===== config.mk =====
export PLATFORM = sky130hd
export DESIGN_NAME = fetch_unit
export DESIGN_NICKNAME = d
export VERILOG_FILES = /design/src/rtl/fetch_unit.sv
export SDC_FILE = /design/constraint.sdc
export NUM_CORES = 1
export LEC_CHECK = 0
export ABC_CLOCK_PERIOD_IN_PS = 3300
export BUFFER_PORTS_ARGS = -buffer_cell sky130_fd_sc_hd__buf_2
export CAP_MARGIN = 15
export CELL_PAD_IN_SITES_DETAIL_PLACEMENT = 1
export CELL_PAD_IN_SITES_GLOBAL_PLACEMENT = 1
export CORE_UTILIZATION = 34
export DETAILED_ROUTE_END_ITERATION = 10
export HOLD_SLACK_MARGIN = 0.15
export PLACE_DENSITY = 0.8
export SLEW_MARGIN = 15
export SYNTH_ARGS = -nofsm -noshare
export SYNTH_HDL_FRONTEND = slang
export SYNTH_SLANG_ARGS = --single-unit

===== constraint.sdc =====
create_clock -name clk -period 3.3 [get_ports clk]
set_clock_uncertainty 0.2 [all_clocks]
set_input_delay 0.66 -clock clk [delete_from_list [all_inputs] [get_ports clk]]
set_output_delay 0.66 -clock clk [all_outputs]
set_load 0.02 [all_outputs]

===== src/rtl/fetch_unit.sv =====
// fetch_unit: holds the PC, addresses a combinational instruction memory and
// registers each word with its PC into a one-entry valid/ready output slot.
// Latency: pc -> out_instruction is 1 cycle; throughput is 1 word/cycle.
// Backpressure: while out_valid && !out_ready the slot and the PC hold; a
// branch redirect flushes the slot and costs one bubble.
//
// Ports:
//   clk, rst          - rising-edge clock, asynchronous active-high reset
//   fetch_enable      - gates issue of new fetches
//   branch_valid      - one-cycle redirect request, new PC in branch_target
//   imem_address      - word address to instruction memory (== pc)
//   imem_instruction  - word returned combinationally for imem_address
//   out_valid/out_ready/out_instruction/out_pc - decoder-side slot
//   perf_fetch_count, perf_stall_count - only when FETCH_PERF_EN is defined
//
// Optional build macro: FETCH_PERF_EN adds the two performance counters.

module fetch_unit #(
  parameter logic [31:0] RESET_PC = 32'h00000000,
  parameter logic [31:0] PC_STEP  = 32'd1
) (
  input  logic        clk,
  input  logic        rst,
  input  logic        fetch_enable,
  input  logic        branch_valid,
  input  logic [31:0] branch_target,
  output logic [31:0] imem_address,
  input  logic [31:0] imem_instruction,
  output logic        out_valid,
  input  logic        out_ready,
  output logic [31:0] out_instruction,
  output logic [31:0] out_pc
`ifdef FETCH_PERF_EN
  ,
  output logic [31:0] perf_fetch_count,
  output logic [31:0] perf_stall_count
`endif
);

  logic [31:0] pc;
  logic        slot_free;
  logic        do_redirect;
  logic        do_fetch;
  logic        do_drain;
  logic        is_stall;

  // The memory sees the registered PC only, so no input reaches an output
  // combinationally.
  assign imem_address = pc;

  // Per-edge action decode. The redirect outranks everything, including a
  // handshake that would otherwise complete this cycle: the flushed word is
  // dropped, not transferred.
  always_comb begin
    slot_free   = !out_valid || out_ready;
    do_redirect = branch_valid;
    do_fetch    = !branch_valid && fetch_enable && slot_free;
    do_drain    = !branch_valid && !fetch_enable && out_valid && out_ready;
    is_stall    = out_valid && !out_ready && !branch_valid;
  end

  // PC register. Addition wraps modulo 2^32 by construction.
  always_ff @(posedge clk or posedge rst) begin
    if (rst) begin
      pc <= RESET_PC;
    end else if (do_redirect) begin
      pc <= branch_target;
    end else if (do_fetch) begin
      pc <= pc + PC_STEP;
    end
  end

  // Output slot valid flag.
  always_ff @(posedge clk or posedge rst) begin
    if (rst) begin
      out_valid <= 1'b0;
    end else if (do_redirect) begin
      out_valid <= 1'b0;
    end else if (do_fetch) begin
      out_valid <= 1'b1;
    end else if (do_drain) begin
      out_valid <= 1'b0;
    end
  end

  // Output slot payload. Only a fetch overwrites it; a flush or drain leaves
  // the stale word in place behind out_valid = 0.
  always_ff @(posedge clk or posedge rst) begin
    if (rst) begin
      out_instruction <= 32'h0;
      out_pc          <= 32'h0;
    end else if (do_fetch) begin
      out_instruction <= imem_instruction;
      out_pc          <= pc;
    end
  end

`ifdef FETCH_PERF_EN
  // Event counters, free-running and wrapping.
  always_ff @(posedge clk or posedge rst) begin
    if (rst) begin
      perf_fetch_count <= 32'h0;
      perf_stall_count <= 32'h0;
    end else begin
      if (do_fetch) begin
        perf_fetch_count <= perf_fetch_count + 32'd1;
      end
      if (is_stall) begin
        perf_stall_count <= perf_stall_count + 32'd1;
      end
    end
  end
`else
  // Stall decode only feeds the counters; keep it referenced.
  logic unused_stall;
  assign unused_stall = is_stall;
`endif

endmodule


== Yosys cells after proc, flatten, opt, wreduce, memory -nomap -nowiden ==
Cells that the tools add are included.
W data, S select, Z words.
Operators by class
  muxes and demuxes: 5
  reduce and logical (&&, ||, !) cells: 11
  $add $sub $neg: 1
Operators by type and width (number)
  $mux W32: 2
  $add A32 B1 Y32 const B: 1
  $logic_and A1 B1 Y1: 5
  $logic_not A1 Y1: 3
  $mux W1: 3
  $reduce_bool A3 Y1: 1
  $reduce_bool A2 Y1: 1
  $logic_or A1 B1 Y1: 1
Storage, ports and cells
  input bits: 69
  register bits after elaboration: 97
  word-level logic and storage cells: 21
  output and inout bits: 97

== Logic depth before layout (Yosys ltp) ==
Gate-level depths: netlist of the first run.
  depth in word-level cells: 7
  gate-level depth with buffers: 6
  mapped depth without buffers: 5

== Worst setup path before layout of the first run ==
Ideal clock, no wire load.
  path type: input -> register
  from: input port out_ready
  to: register out_instruction[0]
  slack: 1043 ps
  required time: 2975 ps
  arrival: 1932 ps
  setup time: 125 ps
  cell stages on the path: 6
  buffers on the path: 2
  cell sequence: nand2b_1 -> buf_2 -> nand2_1 -> nor2_2 -> buf_2 -> mux2_2
On the way
  longest elaborated chain between the ends: 2
RTL lines
  start: declaration: RTL line 30  | input logic out_ready,
  $logic_or A1 B1 Y1: RTL line 55  | slot_free = !out_valid || out_ready;
  $logic_and A1 B1 Y1: RTL line 57  | do_fetch = !branch_valid && fetch_enable && slot_free;
  end signal: assignment: RTL line 93  | out_instruction <= imem_instruction;
  end: declaration: RTL line 31  | output logic [31:0] out_instruction,
Every way passes these cells.
A chain may end at the register's enable or synchronous reset.

== Worst setup path in the final report of the first run ==
  from: input port out_ready
  to: register out_instruction[7]
Same word-level chain as after synthesis.

==> results_dict.tcl, run 1 <==
set metrics [dict create \
    status "completed" \
    coreArea_sq_um 13200 \
    drv_slew 0 \
    required_ns 3.33 \
    cts_buffers 9 \
    hold_viol 0 \
    dp_hpwl_mm 10.2 \
    period_minus_slack_ns 2.38 \
    n_fill_cell 1513 \
    slew_headroom_pct 40.3 \
    vias 3915 \
    initial_core_util_pct 34.7 \
    cp-start-kind "input pin" \
    yosysTopAreaCell "dfrtp_1" \
    cpLargestDelayFamily "simple AND/OR/NAND/NOR gates" \
    wl_met1_mm 5.50 \
    p_int_mw 2.28 \
    drc 0 \
    crit_slowest_cell "nor2_4" \
    die-height_microns 118 \
    io_pins 166 \
    gp_congestion 0.789 \
    floorplan.rows 42 \
    synth_ff_type "dfrtp_1" \
    cp_max_fo 38 \
    p_sw_mw 1.17 \
    worstMarginPinSlew_ns 0.895 \
    cts_tree "done" \
    root_buffer "clkbuf_16" \
    vias_per_cell 5.30 \
    antenna_left 0 \
    final_cells 738 \
    grt_max_degree 40 \
    clkPwrFrac_pct 29.6 \
    synth_seq_cells 97 \
    dr_wl_met3_microns 549 \
    synth_edf_count 0 \
    synth.top_cell.area_share_pct 53.0 \
    wirelength_mm 13.7 \
    max_stage_delay_ns 0.39 \
    cts_buffer_depth 2 \
    firstDrtPassIters 5 \
    wl_per_cell_microns 18.5 \
    avgSynthCellArea_sq_um 11.6 \
    ys_types 48 \
    seqPwrFrac_pct 44.8 \
    synthesis.nets 464 \
    fmax_mhz 420 \
    area_delta_synth_final_pct 28.5 \
    yosys-top-cells-area "dfrtp_1, mux2_2, nand4_1" \
    portBuffers 165 \
    finalSetupViolations 0 \
    synthArstFlopShare_pct 100 \
    wl_met2_mm 7.31 \
    clk_latency_ns 0.35 \
    path_clk_slew_ns 0.06 \
    rsz0062_at_grt "false" \
    crit_type "input pin to register" \
    top_layer_used "met4" \
    final_layout_size_suffix_gt1_share_pct 46.6 \
    htree_num_levels 3 \
    worst-path-buf-inv 2 \
    dieArea_sq_um 13900 \
    swShare_pct 33.9 \
    fin_tns_setup_ns 0 \
    synthCells 394 \
    maxCapViolCount 0 \
    cp.arrival_ns 2.41 \
    p_comb_share_pct 25.7 \
    cts_num_sinks 97 \
    yosysWarnings 0 \
    grt_overflow 0 \
    die_x_microns 118 \
    total_power_mw 3.45 \
    post_cts_buffers 0 \
    dp_cells 721 \
    finalCritPeriodShare_pct 72.1 \
    min_path_type "register to register" \
    grt_pass1_wl_mm 22.1 \
    leakagePower_nw 2.60 \
    antenna_cells 0 \
    syn-cell-area_sq_um 4580 \
    path_cells "buf_2, nand2b_1, nand2_1, nor2_4, buf_12, mux2_2" \
    antenna_found_initial 0 \
    seq_area_frac_synth_pct 53.0 \
    grt_pass1_vias 4236 \
    fin_nets 627 \
    drt_iter0_drc 254 \
    grt_usage_pct 20.5 \
    power_density_nw_per_um2 585 \
    peakVddDrop_uv 296 \
    critPathCaptureType "register" \
]
-- worst reg2reg max path, delay by kind of cell, from the launching register on --
| kind | cells | cell delay [ns] |
|---|---|---|
| fa+ha+maj | 1 | 0.20 |
| simple gates | 3 | 1.24 |
| compound gates | 1 | 0.18 |
| flops | 1 | 0.47 |
-- routing by layer --
| metal | GRT usage (%) | up-vias |
|---|---|---|
| met5 | 0 | - |
| met4 | 9.13 | 0 |
| met3 | 4.36 | 28 |
| met2 | 36.1 | 102 |
| met1 | 23.7 | 1989 |
| li1 | - | 1796 |
-- layout by cell type, fill, tap and decap left out, types with 6 or more instances in the layout --
| master | synthesis | final |
|---|---|---|
| buf_2 | 9 | 165 |
| dfrtp_1 | 97 | 97 |
| mux2_2 | 64 | 64 |
| nand2_1 | 26 | 26 |
| nand3_1 | 23 | 23 |
| nor2_1 | 22 | 22 |
| nand4_1 | 20 | 20 |
| o21ai_0 | 12 | 12 |
| a31oi_1 | 12 | 12 |
| o31ai_1 | 11 | 11 |
| or4_1 | 9 | 9 |
| clkbuf_16 | 0 | 9 |
| inv_1 | 7 | 6 |
| nor3_1 | 6 | 6 |
-- per-stage QoR --
step | setup WS [ns] | util (%) | hold WS [ns] | cell area, sq um
finish | 0.921 | 44.6 | 0.305 | 5890
floorplan | 1.04 | - | 0.436 | 4580
detailed placement | 0.536 | 42.4 | 0.291 | 5590
CTS | 0.912 | 44.6 | 0.304 | 5890
global route | 0.738 | 44.6 | 0.312 | 5890
global placement | 0.643 | 42.4 | 0.283 | 5590
-- registers in the layout (all words and copies together) (netlist names) --
register	flops
out_instruction	32
out_valid	1
out_pc	32
imem_address	32
-- final cells by class --
type	count	area, sq um	area share [%]
timing repair buffer	174	933	15.9
clock buffer	10	239	4.06
inverter	7	30.0	0.510
sequential	97	2430	41.2
clock inverter	6	51.3	0.871
multi-input combinational	268	1990	33.7
tap	176	220	3.74
-- power groups by stage --
stage                     clock network [mW]  logic (mW)  registers (mW)
after global routing                    1.08       0.945            1.57
after CTS                               1.05       0.896            1.54
after detailed placement                   0       0.892            1.56
after floorplan                            0       0.313            1.78
after global placement                     0       0.860            1.55
final                                   1.02       0.885            1.54
-- Yosys cell counts (all sizes together), types with 3 or more instances --
cell and instances:
a21oi 3, a22oi 3, a31oi 12, and2 6, and3 3, and4 5
buf 16, clkbuf 5, dfrtp 97, inv 7, mux2 64, nand2 26
nand3 23, nand4 23, nor2 23, nor2b 5, nor3 6, nor4 5
o21ai 12, o311ai 3, o31ai 11, or3 3, or4 9, xor2 4
-- worst paths after layout --
kind                       slack (ns)  depth (start not counted)                   to           startpoint
max                              0.92                          6   out_instruction[7]            out_ready
min                              0.30                          1  out_instruction[31]  out_instruction[31]
max reg2reg                      0.95                          5     imem_address[26]      imem_address[0]
min reg2reg                      0.30                          1  out_instruction[31]  out_instruction[31]
max in group asynchronous        1.66                          4      imem_address[9]                  rst
min in group asynchronous        0.62                          3   out_instruction[1]                  rst
-- logic make-up after synthesis --
group           share of synthesized area (%)
mux                                      16.0
compound gates                           8.09
flops                                    53.0
buf+inv                                  3.74
xor+xnor                                 1.15
simple gates                             17.8
fa+ha+maj                               0.273
-- what timing repair did --
item | CTS | global route
hold buffers | 1 | 0
hold endpoints to repair | 10 | 0
resized for setup | 0 | 0
No activity file was read; power rests on OpenSTA's default activity.
==> inputs of run 2 (changes only) <==
--- a/config.mk
+++ b/config.mk
@@ -5,15 +5,15 @@
 export SDC_FILE = /design/constraint.sdc
 export NUM_CORES = 1
 export LEC_CHECK = 0
-export ABC_CLOCK_PERIOD_IN_PS = 3300
+export ABC_CLOCK_PERIOD_IN_PS = 2250
 export BUFFER_PORTS_ARGS = -buffer_cell sky130_fd_sc_hd__buf_2
 export CAP_MARGIN = 15
 export CELL_PAD_IN_SITES_DETAIL_PLACEMENT = 1
 export CELL_PAD_IN_SITES_GLOBAL_PLACEMENT = 1
-export CORE_UTILIZATION = 34
+export CORE_UTILIZATION = 38
 export DETAILED_ROUTE_END_ITERATION = 10
 export HOLD_SLACK_MARGIN = 0.15
-export PLACE_DENSITY = 0.8
+export PLACE_DENSITY = 0.84
 export SLEW_MARGIN = 15
 export SYNTH_ARGS = -nofsm -noshare
 export SYNTH_HDL_FRONTEND = slang
==> constraint.sdc (replaced) <==
create_clock -name clk -period 2.25 [get_ports clk]
set_clock_uncertainty 0.2 [all_clocks]
set_input_delay 0.45 -clock clk [delete_from_list [all_inputs] [get_ports clk]]
set_output_delay 0.45 -clock clk [all_outputs]
set_load 0.02 [all_outputs]
==> run 2 against run 1 <==
The flow now finishes with violations (design-rule violations). Critical path depth down 2. Critical endpoint is now imem_address[27]. Power up 54%. Sequential cell count unchanged. Register-to-register slack worse by 0.87 ns. Critical path type is now register to register. Worst setup slack worse by 0.84 ns. Cell count up 4.5%. Via count up 11%. Routed wire length up 15%.
==> results_dict.tcl, run 2 (synthesized netlist as in run 1, its figures left out) <==
set metrics [dict create \
    initial_core_util_pct 39.6 \
    gp_congestion 0.808 \
    dp_cells 709 \
    cp_max_fo 14 \
    clk_latency_ns 0.36 \
    wirelength_mm 15.7 \
    min_path_type "input pin to register" \
    htree_num_levels 3 \
    finalCritPeriodShare_pct 96.5 \
    fin_tns_setup_ns 0 \
    whs_endpoint "imem_address[26]" \
    required_ns 2.32 \
    total_power_mw 5.31 \
    n_fill_cell 1300 \
    drv_slew 0 \
    dpl_worst_slack_ns -0.0750 \
    floorplan.rows 39 \
    area_delta_synth_final_pct 40.9 \
    final_cells 771 \
    drt_iter0_drc 275 \
    root_buffer "clkbuf_16" \
    slew_headroom_pct 38.0 \
    final_layout_size_suffix_gt1_share_pct 45.9 \
    fmax_mhz 461 \
    maxCapViolCount 0 \
    cts_tree "done" \
    status "finished, violations left" \
    rsz0062_at_grt "false" \
    critPathCaptureType "register" \
    hold_viol 0 \
    grt_pass1_vias 4661 \
    hold_depth 3 \
    dieArea_sq_um 12500 \
    violations "design-rule violations" \
    r2r-end "imem_address[27]" \
    fin_nets 693 \
    finalSetupViolations 0 \
    wl_per_cell_microns 20.4 \
    grt_max_degree 98 \
    cts_num_sinks 97 \
    cp.arrival_ns 2.24 \
    grt_pass1_wl_mm 25.2 \
    leakagePower_nw 2.88 \
    grt_overflow 0 \
    final_common_cell "buf_2" \
    io_pins 166 \
    finalWorstSetupSlack_ns 0.0793 \
    path_clk_slew_ns 0.07 \
    crit_type "register to register" \
    holdCritStartpoint "branch_target[26]" \
    vias 4350 \
    r2r_slack_ns 0.08 \
    worstMarginPinSlew_ns 0.922 \
    coreArea_sq_um 11600 \
    vias_per_cell 5.64 \
    ff_latch_area_sq_um 2430 \
    drc 6 \
    crit-reg2reg-launch "imem_address[12]" \
    firstDrtPassIters 8 \
    r2r_cells 4 \
    die-height_microns 112 \
    holdWs_ns 0.152 \
    multiInputGateArea_sq_um 1990 \
    final_cell_mix "buf_2, dfrtp_1, mux2_2, dlygate4sd3_1, buf_4" \
    peakVddDrop_uv 508 \
    antenna_cells 0 \
    cts_buffers 9 \
    cp-start-kind "register" \
    cts_buffer_depth 2 \
    antenna_left 0 \
    power_density_nw_per_um2 823 \
    die_x_microns 112 \
    grt_usage_pct 26.2 \
    dp_hpwl_mm 10.1 \
    antenna_found_initial 0 \
    portBuffers 165 \
    period_minus_slack_ns 2.17 \
]
run 2: where the power goes:
group	internal, mW	switching, mW	leakage [nW]
Combinational	0.605	0.865	1.61
Clock	0.871	0.728	0.142
Sequential	2.03	0.211	1.13
Total	3.50	1.80	2.88
run 2: how the worst max path moves through the flow:
stage	depth (start not counted)	start	slack (ns)	end
finish	4	imem_address[12]	0.08	imem_address[27]
global route	4	imem_address[12]	0.02	imem_address[27]
CTS	5	imem_address[1]	0.02	imem_address[16]
detailed placement	5	imem_address[1]	-0.08	imem_address[24]
global placement	6	out_ready	0.13	imem_address[20]
floorplan	5	imem_address[0]	0.16	imem_address[20]
run 2: stage by stage:
| stage | util, % | cell area [sq um] |
|---|---|---|
| after floorplan | - | 4580 |
| after global placement | 49.2 | 5690 |
| final | 55.8 | 6450 |
| after global routing | 55.8 | 6450 |
| after detailed placement | 49.2 | 5690 |
| after CTS | 55.5 | 6420 |
run 2: what timing repair did:
action	CTS	global route
setup endpoints to repair	4	9
hold buffers	41	3
hold endpoints to repair	137	3
setup buffers	2	0
pin swaps	1	0
resized for setup	1	4
run 2: final cells by class:
cell class              count  share of cell area [%]
multi-input cells         268                    30.8
well taps                 143                    2.77
flip-flops and latches     97                    37.6
clock inverters             7                    1.18
repair buffers            240                    23.6
clock buffers               9                    3.49
inverters                   7                   0.465
run 2: critical path: stages (launching register included):
cell	delay (ns)
dfrtp_1	0.49
and4_4	0.35
nand4_4	0.22
or4b_1	0.62
a31oi_1	0.22
run 2: layer usage:
layer  vias to the layer above  routed length [microns]  track usage (%)
li1                       1924                        -                -
met1                      2188                     5820             29.6
met2                       185                     8350             46.7
met3                        53                      801             4.19
met4                         0                      760             15.2
met5                         -                        0                0
